### src/rtl/adder_meas_pkg.sv
// Shared states and default widths for the adder measurement driver.
// Optional WAIT watchdog is enabled by defining ADDER_MEAS_TIMEOUT_EN.
package adder_meas_pkg;

  localparam int DATA_W = 32;
  localparam int CNT_W  = 32;
  localparam int REP_W  = 8;
  localparam int SUM_W  = CNT_W + REP_W;

  localparam logic [CNT_W-1:0] MIN_RST = '1;

  typedef enum logic [2:0] {
    IDLE,
    LOAD,
    ARM,
    WAIT,
    REPORT
  } state_t;

endpackage

### src/rtl/adder_meas_stats.sv
// Sum/min/max/runs accumulator over the ring counts of completed runs.
// Cleared at command accept, sampled once per completed run.
module adder_meas_stats #(
  parameter int CNT_W = adder_meas_pkg::CNT_W,
  parameter int REP_W = adder_meas_pkg::REP_W
) (
  input  logic                   clk,
  input  logic                   rst_n,
  input  logic                   clear,
  input  logic                   en,
  input  logic [CNT_W-1:0]       count,
  output logic [CNT_W+REP_W-1:0] sum,
  output logic [CNT_W-1:0]       lo,
  output logic [CNT_W-1:0]       hi,
  output logic [REP_W-1:0]       runs
);
  import adder_meas_pkg::*;

  localparam int SW = CNT_W + REP_W;

  always_ff @(posedge clk) begin
    if (!rst_n || clear) begin
      sum  <= '0;
      lo   <= '1;
      hi   <= '0;
      runs <= '0;
    end else if (en) begin
      sum  <= sum + SW'(count);
      runs <= runs + REP_W'(1);
      if (count < lo) lo <= count;
      if (count > hi) hi <= count;
    end
  end

endmodule

### src/rtl/adder_meas_driver.sv
// Measurement initiator: launches repeated adder runs, reports stats.
// Define ADDER_MEAS_TIMEOUT_EN to compile in the WAIT watchdog.
module adder_meas_driver #(
  parameter int DATA_W      = adder_meas_pkg::DATA_W,
  parameter int CNT_W       = adder_meas_pkg::CNT_W,
  parameter int REP_W       = adder_meas_pkg::REP_W,
  parameter int TIMEOUT_CYC = 1024
) (
  input  logic                   wb_clk_i,
  input  logic                   wb_rst_n,
  input  logic                   cmd_valid,
  output logic                   cmd_ready,
  input  logic [DATA_W-1:0]      cmd_a,
  input  logic [DATA_W-1:0]      cmd_b,
  input  logic [REP_W-1:0]       cmd_rep,
  output logic [DATA_W-1:0]      adder_a,
  output logic [DATA_W-1:0]      adder_b,
  output logic                   adder_go,
  input  logic                   adder_done,
  input  logic [CNT_W-1:0]       adder_count,
  output logic                   res_valid,
  input  logic                   res_ready,
  output logic [CNT_W+REP_W-1:0] res_sum,
  output logic [CNT_W-1:0]       res_min,
  output logic [CNT_W-1:0]       res_max,
  output logic [REP_W-1:0]       res_runs,
  output logic                   res_timeout
);
  import adder_meas_pkg::*;

  state_t           state;
  logic [REP_W-1:0] target;
  logic [REP_W-1:0] tries;
  logic             accept;
  logic             hit;
  logic             tmo;
  logic             step;
  logic             last;

  assign accept = cmd_valid && cmd_ready;
  assign hit    = (state == WAIT) && adder_done;
  assign step   = hit || tmo;
  // Aborted runs count toward the target just like completed ones.
  assign last   = (tries + REP_W'(1)) == target;

`ifdef ADDER_MEAS_TIMEOUT_EN
  localparam int WC_W = $clog2(TIMEOUT_CYC);

  logic [WC_W-1:0] wcnt;

  assign tmo = (state == WAIT) && !adder_done &&
               (wcnt == WC_W'(TIMEOUT_CYC - 1));

  always_ff @(posedge wb_clk_i) begin
    if (!wb_rst_n) begin
      wcnt        <= '0;
      res_timeout <= 1'b0;
    end else begin
      if (accept)   res_timeout <= 1'b0;
      else if (tmo) res_timeout <= 1'b1;
      if (state == ARM)       wcnt <= '0;
      else if (state == WAIT) wcnt <= wcnt + WC_W'(1);
    end
  end
`else
  assign tmo         = 1'b0;
  assign res_timeout = 1'b0;
`endif

  always_ff @(posedge wb_clk_i) begin
    if (!wb_rst_n) begin
      state     <= IDLE;
      cmd_ready <= 1'b0;
      adder_go  <= 1'b0;
      res_valid <= 1'b0;
      adder_a   <= '0;
      adder_b   <= '0;
      target    <= '0;
      tries     <= '0;
    end else begin
      unique case (state)
        IDLE: begin
          if (accept) begin
            adder_a   <= cmd_a;
            adder_b   <= cmd_b;
            target    <= (cmd_rep == '0) ? REP_W'(1) : cmd_rep;
            tries     <= '0;
            cmd_ready <= 1'b0;
            state     <= LOAD;
          end else begin
            cmd_ready <= 1'b1;
          end
        end
        LOAD: begin
          adder_go <= 1'b1;
          state    <= ARM;
        end
        ARM: begin
          adder_go <= 1'b0;
          state    <= WAIT;
        end
        WAIT: begin
          if (step) begin
            tries <= tries + REP_W'(1);
            if (last) begin
              res_valid <= 1'b1;
              state     <= REPORT;
            end else begin
              adder_go <= 1'b1;
              state    <= ARM;
            end
          end
        end
        REPORT: begin
          if (res_ready) begin
            res_valid <= 1'b0;
            cmd_ready <= 1'b1;
            state     <= IDLE;
          end
        end
        default: state <= IDLE;
      endcase
    end
  end

  adder_meas_stats #(
    .CNT_W(CNT_W),
    .REP_W(REP_W)
  ) u_stats (
    .clk  (wb_clk_i),
    .rst_n(wb_rst_n),
    .clear(accept),
    .en   (hit),
    .count(adder_count),
    .sum  (res_sum),
    .lo   (res_min),
    .hi   (res_max),
    .runs (res_runs)
  );

endmodule
### config.mk
export PLATFORM = sky130hd
export DESIGN_NAME = adder_meas_driver
export DESIGN_NICKNAME = d
export VERILOG_FILES = /design/src/rtl/adder_meas_pkg.sv /design/src/rtl/adder_meas_stats.sv /design/src/rtl/adder_meas_driver.sv
export SDC_FILE = /design/constraint.sdc
export NUM_CORES = 1
export LEC_CHECK = 0
export ABC_AREA = 0
export BUFFER_PORTS_ARGS = -buffer_cell sky130_fd_sc_hd__buf_2
export CAP_MARGIN = 20
export CORE_MARGIN = 5
export CORE_UTILIZATION = 50
export CTS_BUF_LIST = sky130_fd_sc_hd__clkbuf_2 sky130_fd_sc_hd__clkbuf_4 sky130_fd_sc_hd__clkbuf_8
export DETAILED_ROUTE_END_ITERATION = 6
export PLACE_DENSITY = 0.81
export SYNTH_ARGS = -nofsm -noshare
export SYNTH_HDL_FRONTEND = slang
export SYNTH_SLANG_ARGS = --single-unit
### constraint.sdc
create_clock -name wb_clk_i -period 2.4 [get_ports wb_clk_i]
set_clock_uncertainty 0.1 [all_clocks]
set_input_delay 0.36 -clock wb_clk_i [delete_from_list [all_inputs] [get_ports wb_clk_i]]
set_output_delay 0.36 -clock wb_clk_i [all_outputs]
set_load 0.05 [all_outputs]
==> impl_results.md <==
- Status: finished with violations
- Failing checks: negative setup slack
- CP max stage delay: approximately 0.38 ns
- Area delta synth->final: 50.3%
- Num CTS Buffers: 17
- Via density per instance: about 5.9
- Worst Hold Class: in -> reg
- Top cells by count, synth: nand2_1 (268), dfxtp_1 (198), a21oi_1 (124), ha_1 (97), a21boi_0 (75)
- Remaining DRCs: 0
- Number of global-route vias before repair: ~12k
- Total power: approximately 7500 uW
- P_int: 4820 uW
- Mapped Cells: between 1k and 1.5k
- Flop pwr share: between 40 and 50%
- Slew Limit Fails: 0
- Most common cell in the netlist: nand2_1
- Placeable core area: 22000 sq um
- DIE AREA: 25600 sq um
- Die height: between 150 and 200 um
- CTS sink count: about 200
- Clock transition at path regs: 0.12 ns
- Die Width: between 150 and 200 um
- RSZ-0062 raised after global routing: yes
- PnR worst setup slack: -0.611 ns
- EDFF count, synth: 0
- Crit-path max FO: 5
- Clock buffer depth: 2
- DPL Wire Length: 26700 um
- Routed Wire Length: 45600 um
- FF-to-FF setup slack: -0.61 ns
- Register bit total from synthesis: between 150 and 200
- Crit Path Class: reg -> reg
- Async S/R FF share, synth: 0%
- Hold path depth: 3
- Worst Hold Launch: cmd_b[31]
- Critical path, cell by cell: inv_4 > ha_4 > a21o_1 > a21o_1 > a21o_1 > a2111oi_2 > a21bo_2 > a311oi_4 > buf_6 > buf_12 > clkbuf_16 > nand2_2 > o211ai_1
- Count of final setup violators: 80
- Pre-Repair DR Iteration Count: 6
- Final period util: 125%
- Slowest cell on the critical path: dfxtp_4
- Cell repeated most along the worst path: a21o_1
- Total GRT Usage: ~30%
- WP data arrival: approximately 3.3 ns
- Final hold slack: approximately 0.022 ns
- Crit start category: flip-flop
- Max H-tree Level: 4
- P per Cell Area: ~440 nW/um^2
- Initial DRC count: roughly 1.3k
- Placement Setup Slack: -0.579 ns
- Ratio of cells with drive above 1 in the final layout: 42.8%
- Top cell type's share of synthesized area: between 30% and 40%
- Post-synth top area cell: dfxtp_1
- Initial core utilization: 51.2%
- Placement-stage cell area: about 15000 sq um
- Initial antenna violation count: 1
- Row cnt: between 50 and 60
- Static Leakage: ~0.0077 uW
- Gate power share: between 20% and 30%
- Max Cap Viol: 0
- Busiest layer in global routing: met2
- Post-synthesis cell type count: between 60 and 70
- Grt met2 use: between 50% and 60%
- Post-synth top flop: dfxtp_1
- Met3 usage: between 7 and 8%
- Nets: around 2.1k
- Seq/Total Area, Yosys: 35.3%
- GR Overflow Total: 0
- Placer Congestion: slightly above 0.9
- Critical Path End Type: flip-flop
- Clock tree from TritonCTS: done
- Global-route wire length before repair: between 60000 and 70000 um
- Avg Cell Area, Syn: between 8 and 9 sq um
- Switching share of total power: between 30% and 40%
- R2R Path Start: u_stats.lo[13]$_SDFFE_PP1P_
- Port bufs: 287
- Final ANT Viol Nets: 0
- Path depth of the worst reg2reg path: 13
- Pin count of the biggest net entering global routing: 86
- Ranking of synthesized cells by area: dfxtp_1 (35%), ha_1 (11%), nand2_1 (9.0%), a21oi_1 (5.5%), a21boi_0 (5.0%)
- R2R Path End: u_stats.lo[31]$_SDFFE_PP1P_
- FMAX: approximately 0.33 GHz
- Tmin final: around 3.0 ns
- Clock latency on the worst-skew pair: approximately 0.50 ns
- Final instance area: about 17000 sq um
- Routed len/inst: approximately 21 um
- Met1 Use GR: 36.5%
- Hold violation total from the final report: 0
- Clock share of power: between 20% and 30%
- Top-Level Pins: 289
- Worst hold endpoint: adder_b[31]$_SDFFE_PN0P_
- Slew @ Worst Pin: approximately 0.73 ns
- Switching power: roughly 2700 uW
- Max VDD drop: ~0.37 mV
- Slew HR: just over 50%
- Clock root buffer: clkbuf_8
- Vias: ~13k
- Warnings, synthesis: 0
- Final core utilization: 76.9%
- Worst endpoint required time: 2.72 ns
- Synthesized area: roughly 11000 sq um
- Post-Syn Nets: 1601
[registers in the layout, summed over array words and instances, names as in the netlist, 3 cells and up]
name	count
target	8
tries	8
state	3
u_stats.runs	8
adder_b	32
u_stats.hi	32
u_stats.lo	32
u_stats.sum	40
adder_a	32
[power by group through the flow]
| stage | Clock [uW] | Sequential [uW] | Combinational, uW |
|---|---|---|---|
| 6_report | 2190 | 3440 | 1860 |
| 5_1_grt | 2360 | 3460 | 1970 |
| 4_1_cts | 2190 | 3440 | 1700 |
| 3_5_place_dp | 0 | 3510 | 1590 |
| 3_3_place_gp | 0 | 3510 | 1550 |
| 2_1_floorplan | 0 | 3860 | 650 |
[worst max path at each step]
| stage | endpoint | cells after the start | slack (ns) | startpoint |
|---|---|---|---|---|
| 2_1_floorplan | u_stats.lo[1]$_SDFFE_PP1P_ | 10 | -0.34 | u_stats.lo[13]$_SDFFE_PP1P_ |
| 3_3_place_gp | u_stats.hi[30]$_SDFFE_PP0P_ | 12 | -0.53 | adder_count[25] |
| 6_report | u_stats.lo[31]$_SDFFE_PP1P_ | 13 | -0.61 | u_stats.lo[13]$_SDFFE_PP1P_ |
| 5_1_grt | u_stats.lo[31]$_SDFFE_PP1P_ | 13 | -0.63 | u_stats.lo[12]$_SDFFE_PP1P_ |
| 4_1_cts | u_stats.hi[29]$_SDFFE_PP0P_ | 12 | -0.37 | u_stats.hi[26]$_SDFFE_PP0P_ |
| 3_5_place_dp | u_stats.hi[29]$_SDFFE_PP0P_ | 11 | -0.58 | adder_count[27] |
[stage by stage]
stage | TNS (ns) | cells
finish | -31.27 | 2204
global route | -35.48 | 2204
CTS | -20.08 | 2186
detailed placement | -39.05 | 2087
global placement | -34.12 | 2087
floorplan | -11.98 | 1394
[layout by cell type (no fill, tap or decap), types with 14 or more instances in the layout]
| cell | count |
|---|---|
| ha_4 | 22 |
| nand2_1 | 239 |
| nand3_1 | 44 |
| buf_12 | 15 |
| nand2_4 | 15 |
| a21oi_1 | 105 |
| nand3_2 | 15 |
| xnor2_1 | 18 |
| a21o_1 | 49 |
| inv_1 | 60 |
| nand2b_1 | 15 |
| nand4_1 | 26 |
| o21ai_0 | 28 |
| dfxtp_2 | 42 |
| nor2_1 | 41 |
| a21boi_0 | 74 |
| dfxtp_4 | 33 |
| ha_1 | 74 |
| o211ai_2 | 28 |
| clkbuf_8 | 17 |
| o21ai_1 | 41 |
| buf_2 | 287 |
| a21oi_2 | 17 |
| buf_4 | 212 |
| xor2_1 | 21 |
| dlygate4sd3_1 | 45 |
| dfxtp_1 | 123 |
| nor3_1 | 14 |
| nand2_2 | 16 |
[per-layer routing]
layer | wire length, um | up-vias
met2 | 21100 | 857
met5 | 0 | -
met1 | 16800 | 6065
met3 | 4680 | 247
met4 | 3020 | 0
li1 | - | 5922
[logic make-up (layout without fill, tap and decap cells)]
kind of cell | Yosys count | count (layout) | share of synthesized area, %
buf+inv | 151 | 680 | 5.57
compound gates | 412 | 412 | 25.0
simple gates | 492 | 492 | 19.8
fa+ha+maj | 98 | 98 | 11.0
flops | 198 | 198 | 35.3
other cells | 1 | 2 | 0.0334
mux | 2 | 2 | 0.178
xor+xnor | 40 | 40 | 3.12
[layout make-up]
class | count | area (sq um)
Antenna cell | 1 | 2.50
Clock buffer | 18 | 241
Clock inverter | 14 | 135
Fill cell | 1375 | 5070
Inverter | 69 | 267
Multi-Input combinational cell | 1045 | 7600
Sequential cell | 198 | 4140
Tap cell | 280 | 350
Timing Repair Buffer | 579 | 4150
[timing repair]
item,CTS,global route
hold endpoints to repair,45,0
pin swaps,38,55
resized for setup,66,93
gates cloned,7,10
buffers inserted,15,13
hold buffers,45,0
setup endpoints to repair,91,95
[critical path: cells and delay by family, from the launching register on]
| kind | cells | cell delay [ns] |
|---|---|---|
| compound gates | 7 | 1.65 |
| fa+ha+maj | 1 | 0.21 |
| simple gates | 1 | 0.05 |
| buf+inv | 4 | 0.54 |
| flops | 1 | 0.38 |
Note: power is estimated with default switching activity, not from simulation.
